### src/rtl/dmem_arbiter.sv
// rtl/dmem_arbiter.sv - data memory arbiter between the MEM-stage CPU port and the EXT loader/debug port
//
// Optional build macro: DMEM_ARB_RR_EN
//   undefined : CPU has priority; EXT is forced a slot after STARVE_MAX denied cycles
//   defined   : contended requests resolve round-robin
// LOCK (EXT burst ownership) behaves the same in both builds.

module dmem_arbiter #(
    parameter int DATA_W     = 32,
    parameter int ADDR_W     = 32,
    parameter int DEPTH      = 256,
    parameter int STARVE_MAX = 4
) (
    input  logic              clk,
    input  logic              rst,

    input  logic              cpu_req,
    input  logic              cpu_we,
    input  logic [ADDR_W-1:0] cpu_addr,
    input  logic [DATA_W-1:0] cpu_wdata,
    output logic              cpu_gnt,
    output logic              cpu_rvalid,
    output logic              cpu_stall,

    input  logic              ext_req,
    input  logic              ext_we,
    input  logic [ADDR_W-1:0] ext_addr,
    input  logic [DATA_W-1:0] ext_wdata,
    input  logic              ext_lock,
    output logic              ext_gnt,
    output logic              ext_rvalid,

    output logic [DATA_W-1:0] rdata,

    output logic              mem_we,
    output logic              mem_re,
    output logic [ADDR_W-1:0] mem_addr,
    output logic [DATA_W-1:0] mem_wdata,
    input  logic [DATA_W-1:0] mem_rdata,

    output logic              err
);

    typedef enum logic [1:0] {
        S_IDLE = 2'd0,
        S_CPU  = 2'd1,
        S_EXT  = 2'd2,
        S_LOCK = 2'd3
    } state_t;

    state_t state_q, state_d;

    // Read-return tracking: one read can be in flight, owner 0 = CPU, 1 = EXT
    logic rd_pend_q,  rd_pend_d;
    logic rd_owner_q, rd_owner_d;
    logic rd_oor_q,   rd_oor_d;
    logic err_q,      err_d;

    logic lock_hold;
    logic contended;
    logic ext_wins;
    logic any_gnt;
    logic win_we;
    logic [ADDR_W-1:0] win_addr;
    logic [DATA_W-1:0] win_wdata;
    logic out_of_range;

`ifdef DMEM_ARB_RR_EN
    // Round-robin pointer: port that wins the next contended cycle (0 = CPU)
    logic rr_ptr_q, rr_ptr_d;
`else
    localparam int SCW = $clog2(STARVE_MAX + 1);
    logic [SCW-1:0] starve_cnt_q, starve_cnt_d;
`endif

    // EXT keeps the port only while it both requests and holds the lock
    assign lock_hold = (state_q == S_LOCK) && ext_req && ext_lock;
    assign contended = cpu_req && ext_req && !lock_hold;

`ifdef DMEM_ARB_RR_EN
    assign ext_wins = rr_ptr_q;
`else
    assign ext_wins = (starve_cnt_q == SCW'(STARVE_MAX));
`endif

    // State register
    always_ff @(posedge clk or posedge rst) begin
        if (rst) begin
            state_q <= S_IDLE;
        end else begin
            state_q <= state_d;
        end
    end

    // Next state: remember the last owner, enter LOCK on a locked EXT grant,
    // and release LOCK as soon as EXT stops holding it
    always_comb begin
        state_d = state_q;
        if (ext_gnt) begin
            state_d = ext_lock ? S_LOCK : S_EXT;
        end else if (cpu_gnt) begin
            state_d = S_CPU;
        end else if (state_q == S_LOCK) begin
            state_d = S_IDLE;
        end
    end

    // Grant outputs: combinational from requests and registered state, silent in reset
    always_comb begin
        cpu_gnt = 1'b0;
        ext_gnt = 1'b0;
        if (!rst) begin
            if (lock_hold) begin
                ext_gnt = 1'b1;
            end else if (contended) begin
                ext_gnt = ext_wins;
                cpu_gnt = !ext_wins;
            end else begin
                cpu_gnt = cpu_req;
                ext_gnt = ext_req;
            end
        end
    end

    assign cpu_stall = cpu_req && !cpu_gnt && !rst;
    assign any_gnt   = cpu_gnt || ext_gnt;

    // Winner select for the command bus; zeros when nobody is granted
    always_comb begin
        win_we    = 1'b0;
        win_addr  = '0;
        win_wdata = '0;
        if (ext_gnt) begin
            win_we    = ext_we;
            win_addr  = ext_addr;
            win_wdata = ext_wdata;
        end else if (cpu_gnt) begin
            win_we    = cpu_we;
            win_addr  = cpu_addr;
            win_wdata = cpu_wdata;
        end
    end

    assign out_of_range = any_gnt && (win_addr >= ADDR_W'(DEPTH));

    // Memory strobes are suppressed for out-of-range accesses, the grant still completes
    always_comb begin
        mem_we    = any_gnt && win_we && !out_of_range;
        mem_re    = any_gnt && !win_we && !out_of_range;
        mem_addr  = win_addr;
        mem_wdata = win_wdata;
    end

    // Fairness state update for the next cycle
`ifdef DMEM_ARB_RR_EN
    always_comb begin
        rr_ptr_d = rr_ptr_q;
        if (contended && any_gnt) begin
            rr_ptr_d = !rr_ptr_q;
        end
    end

    // Round-robin pointer register
    always_ff @(posedge clk or posedge rst) begin
        if (rst) begin
            rr_ptr_q <= 1'b0;
        end else begin
            rr_ptr_q <= rr_ptr_d;
        end
    end
`else
    always_comb begin
        starve_cnt_d = starve_cnt_q;
        if (ext_gnt) begin
            starve_cnt_d = '0;
        end else if (ext_req && (starve_cnt_q != SCW'(STARVE_MAX))) begin
            starve_cnt_d = starve_cnt_q + SCW'(1);
        end
    end

    // Starvation counter register
    always_ff @(posedge clk or posedge rst) begin
        if (rst) begin
            starve_cnt_q <= '0;
        end else begin
            starve_cnt_q <= starve_cnt_d;
        end
    end
`endif

    // Capture each granted read and any out-of-range access for the next cycle
    always_comb begin
        rd_pend_d  = any_gnt && !win_we;
        rd_owner_d = ext_gnt;
        rd_oor_d   = out_of_range;
        err_d      = out_of_range;
    end

    // Read-return and error registers; reset drops any read in flight
    always_ff @(posedge clk or posedge rst) begin
        if (rst) begin
            rd_pend_q  <= 1'b0;
            rd_owner_q <= 1'b0;
            rd_oor_q   <= 1'b0;
            err_q      <= 1'b0;
        end else begin
            rd_pend_q  <= rd_pend_d;
            rd_owner_q <= rd_owner_d;
            rd_oor_q   <= rd_oor_d;
            err_q      <= err_d;
        end
    end

    assign cpu_rvalid = rd_pend_q && !rd_owner_q;
    assign ext_rvalid = rd_pend_q && rd_owner_q;
    assign rdata      = (rd_pend_q && !rd_oor_q) ? mem_rdata : '0;
    assign err        = err_q;

endmodule

### config.mk
export PLATFORM = sky130hd
export DESIGN_NAME = dmem_arbiter
export DESIGN_NICKNAME = d
export VERILOG_FILES = /design/src/rtl/dmem_arbiter.sv
export SDC_FILE = /design/constraint.sdc
export NUM_CORES = 1
export LEC_CHECK = 0
export ABC_AREA = 1
export CORE_AREA = 5 5 103 105
export CTS_BUF_LIST = sky130_fd_sc_hd__clkbuf_8
export DETAILED_ROUTE_END_ITERATION = 7
export DIE_AREA = 0 0 108 110
export DONT_BUFFER_PORTS = 1
export PLACE_DENSITY = 0.3
export SYNTH_ARGS = -nofsm -noshare
export SYNTH_HDL_FRONTEND = slang
export SYNTH_SLANG_ARGS = --single-unit
### constraint.sdc
create_clock -name clk -period 5.2 [get_ports clk]
set_input_delay 0.26 -clock clk [delete_from_list [all_inputs] [get_ports clk]]
set_output_delay 0.26 -clock clk [all_outputs]
set_load 0.01 [all_outputs]
== After elaboration in Yosys (flattened, before gate mapping) ==
Cells that the tools add are included.

* Muxes and demuxes: 19
* Order comparisons: 1
* Equal/unequal tests: 3
* Add/sub/neg operators: 1
* Reduce and logical (&&, ||, !) cells: 26

{| class="wikitable"
|+ Operator list
! operator !! count
|-
| 32-bit 2-to-1 mux || 5
|-
| 32-bit by 9-bit greater-or-equal comparator with 1-bit output (second input constant) || 1
|-
| 1-bit logical AND || 15
|-
| 1-bit 2-to-1 mux || 9
|-
| 1-bit zero test || 8
|-
| 2-bit 2-to-1 mux || 3
|-
| 3-bit 2-to-1 mux || 2
|-
| 3-bit by 1-bit adder with 3-bit output (second input constant) || 1
|-
| 3-bit == test (second input constant) || 1
|-
| 3-bit != test (second input constant) || 1
|-
| 3-bit nonzero test || 1
|-
| 2-bit == test (second input constant) || 1
|-
| 2-bit nonzero test || 1
|-
| 1-bit logical OR || 1
|}

* Word-level logic and storage cells: 55
* Output and inout bits: 104
* Flip-flop bits (word level): 8

== Longest topological paths before layout ==
* Word-level depth: 14
* Depth in mapped cells: 14
* Depth with buffers taken out: 13

== Least setup slack after synthesis ==
Ideal clock, no wire load.

* Kind: reg-to-output
* From: register starve_cnt_q[0]
* To: output mem_re
* Data required time: 4940 ps
* Buffers on the path: 1
* Stages on the path, launching flop included: 15
* Setup slack: 3239 ps
* Arrival: 1701 ps
* Cell sequence: dfrtp_1 > inv_1 > ha_1 > nand2_1 > nand2_1 > nand2_1 > nand2_4 > buf_6 > nand3_1 > nand2_1 > nor2_1 > nand2_1 > nor2_2 > nand3_2 > nor2_1

* Cells in the longest elaborated chain, start to end: 11
* Elaborated cells on any way between the ends: 19

{| class="wikitable"
|+ RTL lines
! item !! RTL line !! text
|-
| from (decl) || 73 || <nowiki>logic [SCW-1:0] starve_cnt_q, starve_cnt_d;</nowiki>
|-
| from (signal assigned) || 186 || <nowiki>starve_cnt_q <= starve_cnt_d;</nowiki>
|-
| 3-bit == test * || 83 || <nowiki>assign ext_wins = (starve_cnt_q == SCW'(STARVE_MAX));</nowiki>
|-
| 1-bit zero test || 117 || <nowiki>cpu_gnt = !ext_wins;</nowiki>
|-
| 1-bit 2-to-1 mux || 115 || <nowiki>end else if (contended) begin</nowiki>
|-
| 1-bit 2-to-1 mux || 113 || <nowiki>if (lock_hold) begin</nowiki>
|-
| 1-bit 2-to-1 mux || 112 || <nowiki>if (!rst) begin</nowiki>
|-
| 32-bit 2-to-1 mux || 137 || <nowiki>end else if (cpu_gnt) begin</nowiki>
|-
| 32-bit 2-to-1 mux * || 133 || <nowiki>if (ext_gnt) begin</nowiki>
|-
| via mem_addr[13] || 37 || <nowiki>output logic [ADDR_W-1:0] mem_addr,</nowiki>
|-
| 32-bit by 9-bit greater-or-equal comparator with 1-bit output * || 144 || <nowiki>assign out_of_range = any_gnt && (win_addr >= ADDR_W'(DEPTH));</nowiki>
|-
| 1-bit logical AND * || 144 ||
|-
| via err_d || 57 || <nowiki>logic err_q, err_d;</nowiki>
|-
| 1-bit zero test * || 149 || <nowiki>mem_re = any_gnt && !win_we && !out_of_range;</nowiki>
|-
| 1-bit logical AND * || 149 ||
|-
| to (decl) || 36 || <nowiki>output logic mem_re,</nowiki>
|}

Mark *: on every way through the listed nets, which the timed path passes. The rest lies on a longest branch.

== Worst setup path after layout ==
* From: register starve_cnt_q[0]
* To: output mem_re

* Cells in the longest elaborated chain, start to end: 11
* Elaborated cells on any way between the ends: 19

{| class="wikitable"
|+ RTL lines
! item !! RTL line !! text
|-
| 3-bit == test || 83 ||
|-
| 1-bit zero test || 117 ||
|-
| 1-bit 2-to-1 mux || 115 ||
|-
| 1-bit 2-to-1 mux || 113 ||
|-
| 1-bit 2-to-1 mux || 112 ||
|-
| via cpu_gnt || 21 || <nowiki>output logic cpu_gnt,</nowiki>
|-
| 32-bit 2-to-1 mux || 137 ||
|-
| 32-bit 2-to-1 mux || 133 ||
|-
| via mem_addr[28] || 37 ||
|-
| 32-bit by 9-bit greater-or-equal comparator with 1-bit output || 144 ||
|-
| 1-bit logical AND || 144 ||
|-
| via err_d || 57 ||
|-
| 1-bit zero test || 149 ||
|-
| 1-bit logical AND || 149 ||
|}

The timed path passes the listed nets, and every way through them passes these cells.

==> insert_results.sql <==
INSERT INTO impl_metrics (metric_group, metric, value, unit) VALUES
('timing', 'grt_setup_unrepaired', 'no', ''),
('synthesis', 'yosys-top-cells-count', 'sky130_fd_sc_hd__nor2_1 (47), sky130_fd_sc_hd__nand2_1 (45), sky130_fd_sc_hd__inv_1 (44)', ''),
('synthesis', 'synth_sequential_area_ratio', '12.1', '%'),
('drt', 'detail_route.vias_per_cell', '4.80', ''),
('timing', 'timing.setup.tns', '0', 'ps'),
('synthesis', 'post_synth_fa_ha_maj_area_fraction', '1.52', '%'),
('synthesis', 'async_flop_share', '100', '%'),
('synthesis', 'synthMuxAreaShare', '0', '%'),
('die', 'floorplan.io_pins', '271', ''),
('global_routing', 'via_count_of_the_first_global_routing_pass', '1784', ''),
('drt', 'drt_iter0_drc', '98', ''),
('global_routing', 'grt.overflow.total', '0', ''),
('power_and_ir_drop', 'p_seq_share', '22.5', '%'),
('timing', 'max_freq', '338', 'MHz'),
('setup_path', 'required', '4940', 'ps'),
('setup_path', 'regToRegStartpoint', 'starve_cnt_q[0]', ''),
('cts', 'htree_levels', '1', ''),
('cts', 'tritoncts_num_sinks', '8', ''),
('worst_hold_path', 'min-delay-path-class', 'in -> async', ''),
('power_and_ir_drop', 'cell_internal_pwr', '0.211', 'mW'),
('layout', 'final_design_area_no_fill', '0.00173', 'mm²'),
('die', 'fp.dieH', '110', 'µm'),
('cts', 'number_of_buffers_inserted_for_hold_repair_after_clock_tree_synthesis', '0', ''),
('setup_path', 'worstSetupPathType', 'reg -> out', ''),
('cts', 'cts_tree', 'done', ''),
('synthesis', 'postSynthRegisterBits', '8', ''),
('die', 'initial_core_util', '17.3', '%'),
('power_and_ir_drop', 'power.ir.vdd_worst', '0.0640', 'mV'),
('setup_path', 'path_cells', 'inv_1 > ha_1 > nand3_2 > nand3_4 > inv_4 > nand2_1 > nand2_1 > nor2_1 > nand2_1 > nor2_2 > nand3_2 > nor2_1', ''),
('synthesis', 'synthTopCellsByArea', 'sky130_fd_sc_hd__a22o_1 (22%), sky130_fd_sc_hd__dfrtp_1 (12%), sky130_fd_sc_hd__nor2_1 (11%), sky130_fd_sc_hd__nand2_1 (10%), sky130_fd_sc_hd__inv_1 (10%)', ''),
('layout', 'area_used_by_sequential_logic_in_the_layout', '200', 'µm²'),
('layout', 'area_growth_syn_to_fin', '4.78', '%'),
('setup_path', 'capturing_element_type_of_the_critical_path', 'primary output', ''),
('drt', 'via_count', '1882', ''),
('setup_path', 'cp_data_arrival_time', '2700', 'ps'),
('setup_path', 'timing.critical_path.fanout_max', '52', ''),
('synthesis', 'yosys.area_share.simple', '43.7', '%'),
('setup_path', 'cp_slowest_cell', 'sky130_fd_sc_hd__dfrtp_1', ''),
('setup_path', 'critPathMaxStageDelay', '390', 'ps'),
('timing', 'slew_headroom', '30.4', '%'),
('synthesis', 'dominant_combinational_cell_family_by_area_after_synthesis', 'simple AND/OR/NAND/NOR gates', ''),
('cts', 'cts_inserted_buffers', '3', ''),
('layout', 'multiInputGateArea', '0.00113', 'mm²'),
('synthesis', 'yosys_most_used_dff', 'sky130_fd_sc_hd__dfrtp_1', ''),
('synthesis', 'postSynthCellCount', '276', ''),
('die', 'floorplan.core_area', '0.00955', 'mm²'),
('cts', 'clockRootBuffer', 'sky130_fd_sc_hd__clkbuf_8', ''),
('global_routing', 'global_route.usage.total', '10.2', '%'),
('timing', 'setup_slack', '2240', 'ps'),
('placed_design', 'worst_slack_placed', '2320', 'ps'),
('cts', 'worstSkewPairLatency', '220', 'ps'),
('placed_design', 'dpl-instance-area', '0.00169', 'mm²'),
('drt', 'routed_wire_length_per_instance', '19.5', 'µm'),
('synthesis', 'post_synth_cell_types', '26', ''),
('drt', 'wirelength', '7660', 'µm'),
('power_and_ir_drop', 'power-per-cell-area', '245', 'mW/mm²'),
('synthesis', 'summed_instance_area_of_the_synthesized_netlist', '0.00165', 'mm²'),
('power_and_ir_drop', 'pwr-share-clk', '17.7', '%'),
('timing', 'final_min_period_over_clock_period', '56.9', '%'),
('layout', 'antenna_cells_inserted', '0', ''),
('power_and_ir_drop', 'p_leak', '0.931', 'nW'),
('setup_path', 'timing.reg2reg.worst_path_depth', '13', ''),
('synthesis', 'post-synth-top-area-cell', 'sky130_fd_sc_hd__a22o_1', ''),
('run_status', 'run_status', 'complete, no violations', ''),
('cts', 'cts.path.max_buffers', '2', ''),
('synthesis', 'synth_largest_type_area_fraction', '21.8', '%'),
('setup_path', 'cp-startpoint', 'starve_cnt_q[0]', ''),
('cts', 'postCtsSetupRepairBufs', '0', ''),
('global_routing', 'antenna_found_initial', '0', ''),
('drt', 'detail_route.first_pass.iterations', '4', ''),
('layout', 'filler_cell_count', '1112', '');
==> placed cells by master (no fill, tap or decap) <==
cell type                  synthesis  layout
sky130_fd_sc_hd__nand3_2           2       2
sky130_fd_sc_hd__xnor2_1           1       1
sky130_fd_sc_hd__nand3_4           1       1
sky130_fd_sc_hd__nor2_1           47      47
sky130_fd_sc_hd__or2_2             1       1
sky130_fd_sc_hd__nand3_1          25      25
sky130_fd_sc_hd__ha_1              2       2
sky130_fd_sc_hd__nand2_4           2       2
sky130_fd_sc_hd__o21ai_0           1       1
sky130_fd_sc_hd__nand4_1          17      17
sky130_fd_sc_hd__nand2_1          45      45
sky130_fd_sc_hd__dfrtp_1           8       8
sky130_fd_sc_hd__nor3_1            3       3
sky130_fd_sc_hd__inv_2             1       1
sky130_fd_sc_hd__nand2_2           4       4
sky130_fd_sc_hd__inv_4             1       1
sky130_fd_sc_hd__a31o_2            1       1
sky130_fd_sc_hd__nor2_2            6       6
sky130_fd_sc_hd__a22o_1           41      41
sky130_fd_sc_hd__inv_1            44      44
sky130_fd_sc_hd__clkinv_1          1       1
sky130_fd_sc_hd__clkbuf_8          0       3
sky130_fd_sc_hd__buf_4             7       1
sky130_fd_sc_hd__a31oi_1           1       1
==> metrics by stage <==
stage / std cells / power [mW] / hold slack [ps]
3_5_place_dp: 389 / 0.353 / 294
3_3_place_gp: 389 / 0.355 / 308
6_report: 392 / 0.423 / 52.7
4_1_cts: 392 / 0.432 / 49.6
2_1_floorplan: 276 / 0.319 / 255
5_1_grt: 392 / 0.468 / 78.3
==> metal layers <==
layer / wire [µm] / vias up / track usage (%)
li1: - / 891 / -
met1: 3060 / 839 / 13.0
met2: 3710 / 150 / 17.4
met3: 841 / 2 / 2.39
met4: 49 / 0 / 2.71
met5: 0 / - / 0
==> logic make-up (layout without fill, tap and decap cells) <==
| kind of cell | count (synthesis) | after routing |
|---|---|---|
| and+or+nand+nor | 153 | 153 |
| buffers and inverters | 68 | 51 |
| AOI/OAI and AO/OA | 44 | 44 |
| DFF | 8 | 8 |
| adders and majority gates | 2 | 2 |
| xor gates and xnor gates | 1 | 1 |
==> flip-flops by register name, summed over array words and instances, names as in the netlist <==
| name | flops |
|---|---|
| rd_pend_q | 1 |
| err | 1 |
| rd_owner_q | 1 |
| starve_cnt_q | 3 |
| state_q | 2 |
==> cell type report <==
class                   count  share of cell area (%)
repair buffers              1                   0.434
multi-input cells         200                    65.6
clock buffers               3                    2.39
well taps                 133                    9.63
inverters                  47                    10.4
flip-flops and latches      8                    11.6
==> how the worst max path moves through the flow <==
stage	endpoint	slack, ps	depth (start not counted)
after floorplan	mem_re	3240	14
after global placement	mem_re	2320	8
after detailed placement	mem_re	2320	8
after CTS	mem_we	2160	12
after global routing	mem_we	1900	12
final	mem_re	2240	12
==> worst max-delay path: cells and delay by family, from the launching register on <==
kind / cells / cell delay [ps]
adder cells (fa/ha/maj): 1 / 180
buffers and inverters: 2 / 280
flip-flops: 1 / 390
AND/OR/NAND/NOR: 9 / 1590
==> power groups by stage <==
| stage | logic (mW) | clock network [mW] | registers, mW |
|---|---|---|---|
| floorplan | 0.226 | 0 | 0.0926 |
| global placement | 0.258 | 0 | 0.0971 |
| detailed placement | 0.256 | 0 | 0.0968 |
| CTS | 0.257 | 0.0788 | 0.0961 |
| global route | 0.285 | 0.0841 | 0.0981 |
| finish | 0.253 | 0.0748 | 0.0954 |
(Power assumes the default switching activity.)
